`config.mk`:
```
export PLATFORM = sky130hd
export DESIGN_NAME = pic_cmd_uart_rx
export DESIGN_NICKNAME = d
export VERILOG_FILES = /design/src/rtl/pic_cmd_uart_rx.sv
export SDC_FILE = /design/constraint.sdc
export NUM_CORES = 1
export LEC_CHECK = 0
export CAP_MARGIN = 30
export CORE_MARGIN = 3
export CORE_UTILIZATION = 55
export CTS_CLUSTER_SIZE = 40
export DETAILED_ROUTE_END_ITERATION = 8
export HOLD_SLACK_MARGIN = 0.05
export PLACE_DENSITY_LB_ADDON = 0.1
export SYNTH_ARGS = -nofsm -noshare
export SYNTH_HDL_FRONTEND = slang
export SYNTH_SLANG_ARGS = --single-unit
```
`constraint.sdc`:
```
create_clock -name clk_24m -period 2.25 [get_ports clk_24m]
set_clock_uncertainty 0.15 [all_clocks]
set_input_delay 0.45 -clock clk_24m [delete_from_list [all_inputs] [get_ports clk_24m]]
set_output_delay 0.45 -clock clk_24m [all_outputs]
set_load 0.01 [all_outputs]
```
`src/rtl/pic_cmd_uart_rx.sv`:
```
// pic_cmd_uart_rx: 16x oversampled UART receiver that feeds bytes into the PIC command FIFO.
// Latency: the strobe is registered and rises 1 clk_24m after the stop-bit majority decision.
// Backpressure: none. Every pic_ready strobe must be accepted downstream, and FIFO full is ignored.
//
// Ports:
//   clk_24m    : system clock, rising edge
//   rst        : synchronous reset, active-high
//   uart_rx    : asynchronous serial input, idle high
//   pic_data   : last accepted byte; held until the next good frame
//   pic_ready  : 1-cycle strobe, pic_data valid (FIFO wr_en)
//   frame_err  : 1-cycle strobe, stop bit sampled low
//   parity_err : 1-cycle strobe, parity mismatch (tied 0 unless PIC_RX_PARITY_EN)
//   rx_busy    : high from start-bit validation until the FSM returns to IDLE
// Build option: define PIC_RX_PARITY_EN for 8 data + parity + stop frames (PARITY_ODD picks sense).
module pic_cmd_uart_rx #(
  parameter int CLK_HZ     = 24000000,
  parameter int BAUD       = 115200,
  parameter int OVERSAMPLE = 16,
  parameter int DIV        = CLK_HZ / (BAUD * OVERSAMPLE),
  parameter int PARITY_ODD = 0
) (
  input  logic       clk_24m,
  input  logic       rst,
  input  logic       uart_rx,
  output logic [7:0] pic_data,
  output logic       pic_ready,
  output logic       frame_err,
  output logic       parity_err,
  output logic       rx_busy
);

  localparam int DIV_W  = (DIV > 1) ? $clog2(DIV) : 1;
  localparam int SAMP_W = $clog2(OVERSAMPLE);
  localparam logic [DIV_W-1:0]  DIV_LAST  = DIV_W'(DIV - 1);
  localparam logic [SAMP_W-1:0] SAMP_LAST = SAMP_W'(OVERSAMPLE - 1);
  localparam logic [SAMP_W-1:0] SAMP_7    = SAMP_W'(7);
  localparam logic [SAMP_W-1:0] SAMP_8    = SAMP_W'(8);
  localparam logic [SAMP_W-1:0] SAMP_9    = SAMP_W'(9);
`ifdef PIC_RX_PARITY_EN
  localparam logic PAR_ODD = (PARITY_ODD != 0);
`endif

  typedef enum logic [2:0] {
    ST_IDLE,
    ST_START,
    ST_DATA,
`ifdef PIC_RX_PARITY_EN
    ST_PARITY,
`endif
    ST_STOP,
    ST_BREAK
  } state_t;

  state_t            state_q, state_d;
  logic              rx_meta_q, rx_meta_d;
  logic              rx_s_q, rx_s_d;
  logic              rx_prev_q, rx_prev_d;
  logic [DIV_W-1:0]  div_cnt_q, div_cnt_d;
  logic [SAMP_W-1:0] samp_cnt_q, samp_cnt_d;
  logic              s7_q, s7_d;
  logic              s8_q, s8_d;
  logic [2:0]        bit_cnt_q, bit_cnt_d;
  logic [7:0]        shreg_q, shreg_d;
  logic [7:0]        pic_data_q, pic_data_d;
  logic              pic_ready_q, pic_ready_d;
  logic              frame_err_q, frame_err_d;
  logic              rx_busy_q, rx_busy_d;
`ifdef PIC_RX_PARITY_EN
  logic              par_bad_q, par_bad_d;
  logic              parity_err_q, parity_err_d;
`endif

  logic tick;
  logic decide;
  logic maj;

  always_comb begin
    // Two-flop synchroniser plus one delayed copy for falling-edge detection.
    rx_meta_d = uart_rx;
    rx_s_d    = rx_meta_q;
    rx_prev_d = rx_s_q;

    tick   = (div_cnt_q == DIV_LAST);
    // Majority vote uses the two stored samples and the live sample at tick 9.
    decide = tick && (samp_cnt_q == SAMP_9);
    maj    = (s7_q & s8_q) | (s7_q & rx_s_q) | (s8_q & rx_s_q);

    div_cnt_d  = tick ? '0 : div_cnt_q + 1'b1;
    samp_cnt_d = samp_cnt_q;
    if (tick) begin
      samp_cnt_d = (samp_cnt_q == SAMP_LAST) ? '0 : samp_cnt_q + 1'b1;
    end
    s7_d = (tick && samp_cnt_q == SAMP_7) ? rx_s_q : s7_q;
    s8_d = (tick && samp_cnt_q == SAMP_8) ? rx_s_q : s8_q;

    state_d     = state_q;
    bit_cnt_d   = bit_cnt_q;
    shreg_d     = shreg_q;
    pic_data_d  = pic_data_q;
    pic_ready_d = 1'b0;
    frame_err_d = 1'b0;
    rx_busy_d   = rx_busy_q;
`ifdef PIC_RX_PARITY_EN
    par_bad_d    = par_bad_q;
    parity_err_d = 1'b0;
`endif

    case (state_q)
      ST_IDLE: begin
        if (rx_prev_q && !rx_s_q) begin
          // Re-phase the sample grid onto the start edge.
          state_d    = ST_START;
          div_cnt_d  = '0;
          samp_cnt_d = '0;
        end
      end
      ST_START: begin
        if (decide) begin
          if (!maj) begin
            state_d   = ST_DATA;
            rx_busy_d = 1'b1;
            bit_cnt_d = '0;
`ifdef PIC_RX_PARITY_EN
            par_bad_d = 1'b0;
`endif
          end else begin
            state_d = ST_IDLE;  // glitch: line was high again mid start bit
          end
        end
      end
      ST_DATA: begin
        if (decide) begin
          shreg_d   = {maj, shreg_q[7:1]};
          bit_cnt_d = bit_cnt_q + 1'b1;
          if (bit_cnt_q == 3'd7) begin
`ifdef PIC_RX_PARITY_EN
            state_d = ST_PARITY;
`else
            state_d = ST_STOP;
`endif
          end
        end
      end
`ifdef PIC_RX_PARITY_EN
      ST_PARITY: begin
        if (decide) begin
          par_bad_d = maj ^ (^shreg_q) ^ PAR_ODD;
          state_d   = ST_STOP;
        end
      end
`endif
      ST_STOP: begin
        if (decide) begin
          if (maj) begin
            // Leave mid stop bit so a following start edge is not missed.
            state_d   = ST_IDLE;
            rx_busy_d = 1'b0;
`ifdef PIC_RX_PARITY_EN
            if (par_bad_q) begin
              parity_err_d = 1'b1;
            end else begin
              pic_data_d  = shreg_q;
              pic_ready_d = 1'b1;
            end
`else
            pic_data_d  = shreg_q;
            pic_ready_d = 1'b1;
`endif
          end else begin
            frame_err_d = 1'b1;
            state_d     = ST_BREAK;
            div_cnt_d   = '0;
            samp_cnt_d  = '0;
          end
        end
      end
      ST_BREAK: begin
        // Any low sample restarts the one-bit-time high qualification.
        if (!rx_s_q) begin
          div_cnt_d  = '0;
          samp_cnt_d = '0;
        end else if (tick && samp_cnt_q == SAMP_LAST) begin
          state_d   = ST_IDLE;
          rx_busy_d = 1'b0;
        end
      end
      default: begin
        state_d   = ST_IDLE;
        rx_busy_d = 1'b0;
      end
    endcase
  end

  always_ff @(posedge clk_24m) begin
    if (rst) begin
      state_q     <= ST_IDLE;
      rx_meta_q   <= 1'b1;
      rx_s_q      <= 1'b1;
      rx_prev_q   <= 1'b1;
      div_cnt_q   <= '0;
      samp_cnt_q  <= '0;
      s7_q        <= 1'b1;
      s8_q        <= 1'b1;
      bit_cnt_q   <= '0;
      shreg_q     <= '0;
      pic_data_q  <= '0;
      pic_ready_q <= 1'b0;
      frame_err_q <= 1'b0;
      rx_busy_q   <= 1'b0;
`ifdef PIC_RX_PARITY_EN
      par_bad_q    <= 1'b0;
      parity_err_q <= 1'b0;
`endif
    end else begin
      state_q     <= state_d;
      rx_meta_q   <= rx_meta_d;
      rx_s_q      <= rx_s_d;
      rx_prev_q   <= rx_prev_d;
      div_cnt_q   <= div_cnt_d;
      samp_cnt_q  <= samp_cnt_d;
      s7_q        <= s7_d;
      s8_q        <= s8_d;
      bit_cnt_q   <= bit_cnt_d;
      shreg_q     <= shreg_d;
      pic_data_q  <= pic_data_d;
      pic_ready_q <= pic_ready_d;
      frame_err_q <= frame_err_d;
      rx_busy_q   <= rx_busy_d;
`ifdef PIC_RX_PARITY_EN
      par_bad_q    <= par_bad_d;
      parity_err_q <= parity_err_d;
`endif
    end
  end

  assign pic_data  = pic_data_q;
  assign pic_ready = pic_ready_q;
  assign frame_err = frame_err_q;
  assign rx_busy   = rx_busy_q;
`ifdef PIC_RX_PARITY_EN
  assign parity_err = parity_err_q;
`else
  assign parity_err = 1'b0;
`endif

endmodule

```
==> out/results.tsv <==
stage	metric	value	unit
outcome	status	finished clean	
routing	WL final	3330	microns
routing	vias per cell	5.68	
sta	Max Clk Rate	504	MHz
power_and_ir_drop	Peak VDD IR	537	uV
routing	Pre-antenna DRT Iters	4	
cts	CTS max path bufs	2	
critical_path	CP Data Arrival Time	2.07	ns
final_layout	commonest non-fill, non-tap cell in the layout	dfxtp_1	
critical_path	crit-path max FO	18	
critical_path	slowest cell on the critical path	dfxtp_1	
routing	DR WL/cell	13.4	microns
critical_path	R2R Path End	pic_data[3]$_SDFFE_PP0P_	
global_route	initial antenna violation count	0	
critical_path	FF-to-FF setup slack	0.26	ns
synth	Mean Syn Cell Area	9.09	sq um
power_and_ir_drop	leak pwr	0.683	nW
routing	1st-iter DRT viols	56	
routing	via count	1414	
floorplanning	Die Area	3870	sq um
hold_path	Worst Hold Path EP	rx_prev_d$_SDFF_PP1_	
synth	Post-synth EDFFs	0	
critical_path	Worst Reg-to-Reg Cells	6	
critical_path	crit end category	register	
global_route	first-pass GRT wire length	5630	microns
cts	postcts setup bufs	0	
floorplanning	Starting Density	0.603	
routing	# DRC	0	
final_layout	most frequent cells in the layout	dfxtp_1, a21oi_1, nand2_1	
synth	Yosys top cell area share	0.438	
critical_path	CP Cell Sequence	ha_1 -> nand3b_2 -> or3_1 -> buf_4 -> o21ai_0 -> a21oi_1	
critical_path	CP required	2.33	ns
final_layout	fraction of layout cells with a size suffix above 1	0.135	
sta	WHS	0.272	ns
final_layout	fin util	0.684	
sta	crit share post-route	0.882	
hold_path	WHS Path Cells	1	
cts	clk sinks	38	
floorplanning	Ports	15	
sta	Max Slew Vio Count	0	
sta	setup ws final	0.265	ns
power_and_ir_drop	total power draw	1.24	mW
synth	area leader, netlist	dfxtp_1	
critical_path	CP delay by family, top	simple AND/OR/NAND/NOR gates	
synth	Post-synth ARST share	0	
sta	final setup fails	0	
synth	syn_nets	201	
synth	Synth warnings	0	
final_layout	ANT cells	0	
critical_path	crit path buf inv count	1	
synth	mapped cell area	1740	sq um
cts	CTS resizes	0	
power_and_ir_drop	clock network fraction of total power	0.296	
floorplanning	Core Rows	19	
critical_path	critical path class	register to register	
cts	CTS root buf	clkbuf_4	
global_route	largest net degree at the start of global routing	22	
final_layout	Nets	216	
cts	H-tree depth	2	
synth	Netlist cell types	50	
sta	final hold violation count	0	
cts	Post-CTS Hold Buffers	0	
synth	ys flop type	dfxtp_1	
power_and_ir_drop	combinational power share	0.143	
power_and_ir_drop	Flop pwr share	0.561	
critical_path	CP Launch Type	register	
synth	Seq/Total Area, Yosys	0.438	
power_and_ir_drop	PD cells	632	nW/um^2
power_and_ir_drop	Psw	0.346	mW
power_and_ir_drop	Net Sw Frac	0.279	
place	worst slack at placement	0.279	ns
hold_path	Hold Crit Start	rx_meta_q$_SDFF_PP1_	
sta	post-route setup TNS	0	ns
place	routability cong.	0.768	
sta	RSZ-0062 raised after global routing	no	
sta	fin crit period	1.99	ns
place	hpwl dp	2390	microns
cts	Skew-Pair Late Insertion Delay	0.33	ns
cts	CTS Buf Count	5	
job	Max-cap violations	0	
global_route	vias in the first global route	1244	
global_route	total congestion overflow	0	
floorplanning	chip height	62.2	microns
place	port bufs	13	
global_route	Global Route Usage Sum	0.175	
cts	Worst-path clk slew	0.11	ns
floorplanning	Die W	62.2	microns
hold_path	Hold Crit Class	register to register	
routing	Antenna Nets Post-Route	0	
critical_path	Largest stage delay, worst path	0.44	ns
critical_path	Critical Path Stages	6	
cts	CTS tree	yes	
synth	Synth area leaders	dfxtp_1, a21oi_1, ha_1, nand3_1, nand2_1	
critical_path	worst r2r src	samp_cnt_q[0]$_SDFF_PP0_	
power_and_ir_drop	Int Power	0.896	mW
floorplanning	core area	2880	sq um
synth	Post-Synthesis Cells	191	
synth	Seq cells post-synth	38	
final_layout	Syn-to-layout area delta	13.3	%
==> power groups by stage <==
stage / combinational [mW] / sequential [mW] / clock, mW
after floorplan: 0.139 / 0.711 / 0
after global placement: 0.173 / 0.712 / 0
after detailed placement: 0.176 / 0.712 / 0
after CTS: 0.178 / 0.697 / 0.373
after global routing: 0.199 / 0.699 / 0.398
final: 0.178 / 0.697 / 0.368
==> synth_stat cells (2+ instances only) <==
| cell type | instances |
|---|---|
| inv_1 | 4 |
| nor2_1 | 7 |
| nor3_2 | 2 |
| o21ai_0 | 8 |
| xor2_1 | 2 |
| dfxtp_1 | 38 |
| or2_2 | 4 |
| a21oi_1 | 23 |
| mux2i_1 | 3 |
| nand3_1 | 12 |
| nor3b_1 | 2 |
| buf_2 | 3 |
| nand2b_1 | 9 |
| nand2_1 | 15 |
| xnor2_1 | 2 |
| ha_1 | 7 |
| o21ai_1 | 10 |
| clkbuf_1 | 5 |
| a22o_1 | 2 |
| and3_1 | 2 |
| buf_4 | 2 |
==> worst reg2reg max path, delay by kind of cell, from the launching register on <==
kind | cells | cell delay [ns]
AND/OR/NAND/NOR | 2 | 0.57
AO/OA/AOI/OAI | 2 | 0.28
buffers and inverters | 1 | 0.22
flip-flops | 1 | 0.44
adder cells (fa/ha/maj) | 1 | 0.23
==> registers in the layout, summed over array words and instances, names as in the netlist, 3 cells and up <==
| signal | cells |
|---|---|
| pic_data | 8 |
| shreg_q | 8 |
| div_cnt_q | 4 |
| samp_cnt_q | 4 |
| bit_cnt_q | 3 |
| state_q | 3 |
==> cell type report <==
type                            count  area, sq um
Fill cell                         249          910
Sequential cell                    38          761
Clock inverter                      1         5.00
Multi-Input combinational cell    137          896
Tap cell                           42         52.6
Timing Repair Buffer               20          183
Inverter                            4         15.0
Clock buffer                        7         55.1
==> cells by family after synthesis <==
| logic type | Yosys count | share of synthesized area |
|---|---|---|
| simple gates | 68 | 0.236 |
| compound gates | 52 | 0.178 |
| flops | 38 | 0.438 |
| buf+inv | 16 | 0.0454 |
| fa+ha+maj | 8 | 0.0562 |
| xor+xnor | 4 | 0.0202 |
| mux | 4 | 0.0238 |
| other cells | 1 | 0.00216 |
==> routing by layer <==
layer	wire [microns]	GRT usage	vias up
met5	0	0	-
met4	34	0.0497	0
met3	136	0.0396	5
met2	1550	0.290	35
met1	1610	0.228	666
li1	-	-	708
==> worst max path at each step <==
stage / startpoint / to / slack [ns]
CTS: samp_cnt_q[0]$_SDFF_PP0_ / pic_data[6]$_SDFFE_PP0P_ / 0.27
detailed placement: rst / bit_cnt_q[0]$_SDFFE_PP0P_ / 0.28
finish: samp_cnt_q[0]$_SDFF_PP0_ / pic_data[3]$_SDFFE_PP0P_ / 0.26
global route: div_cnt_q[0]$_SDFF_PP0_ / state_q[0]$_SDFFE_PP0P_ / 0.15
floorplan: div_cnt_q[0]$_SDFF_PP0_ / state_q[1]$_SDFFE_PP0P_ / 0.37
global placement: rst / rx_busy$_SDFFE_PP0P_ / 0.32
==> through the flow <==
stage / area, sq um / std cells
finish: 1970 / 249
CTS: 1970 / 249
global route: 1970 / 249
detailed placement: 1910 / 241
floorplan: 1740 / 191
global placement: 1910 / 241
(Power assumes the default switching activity.)
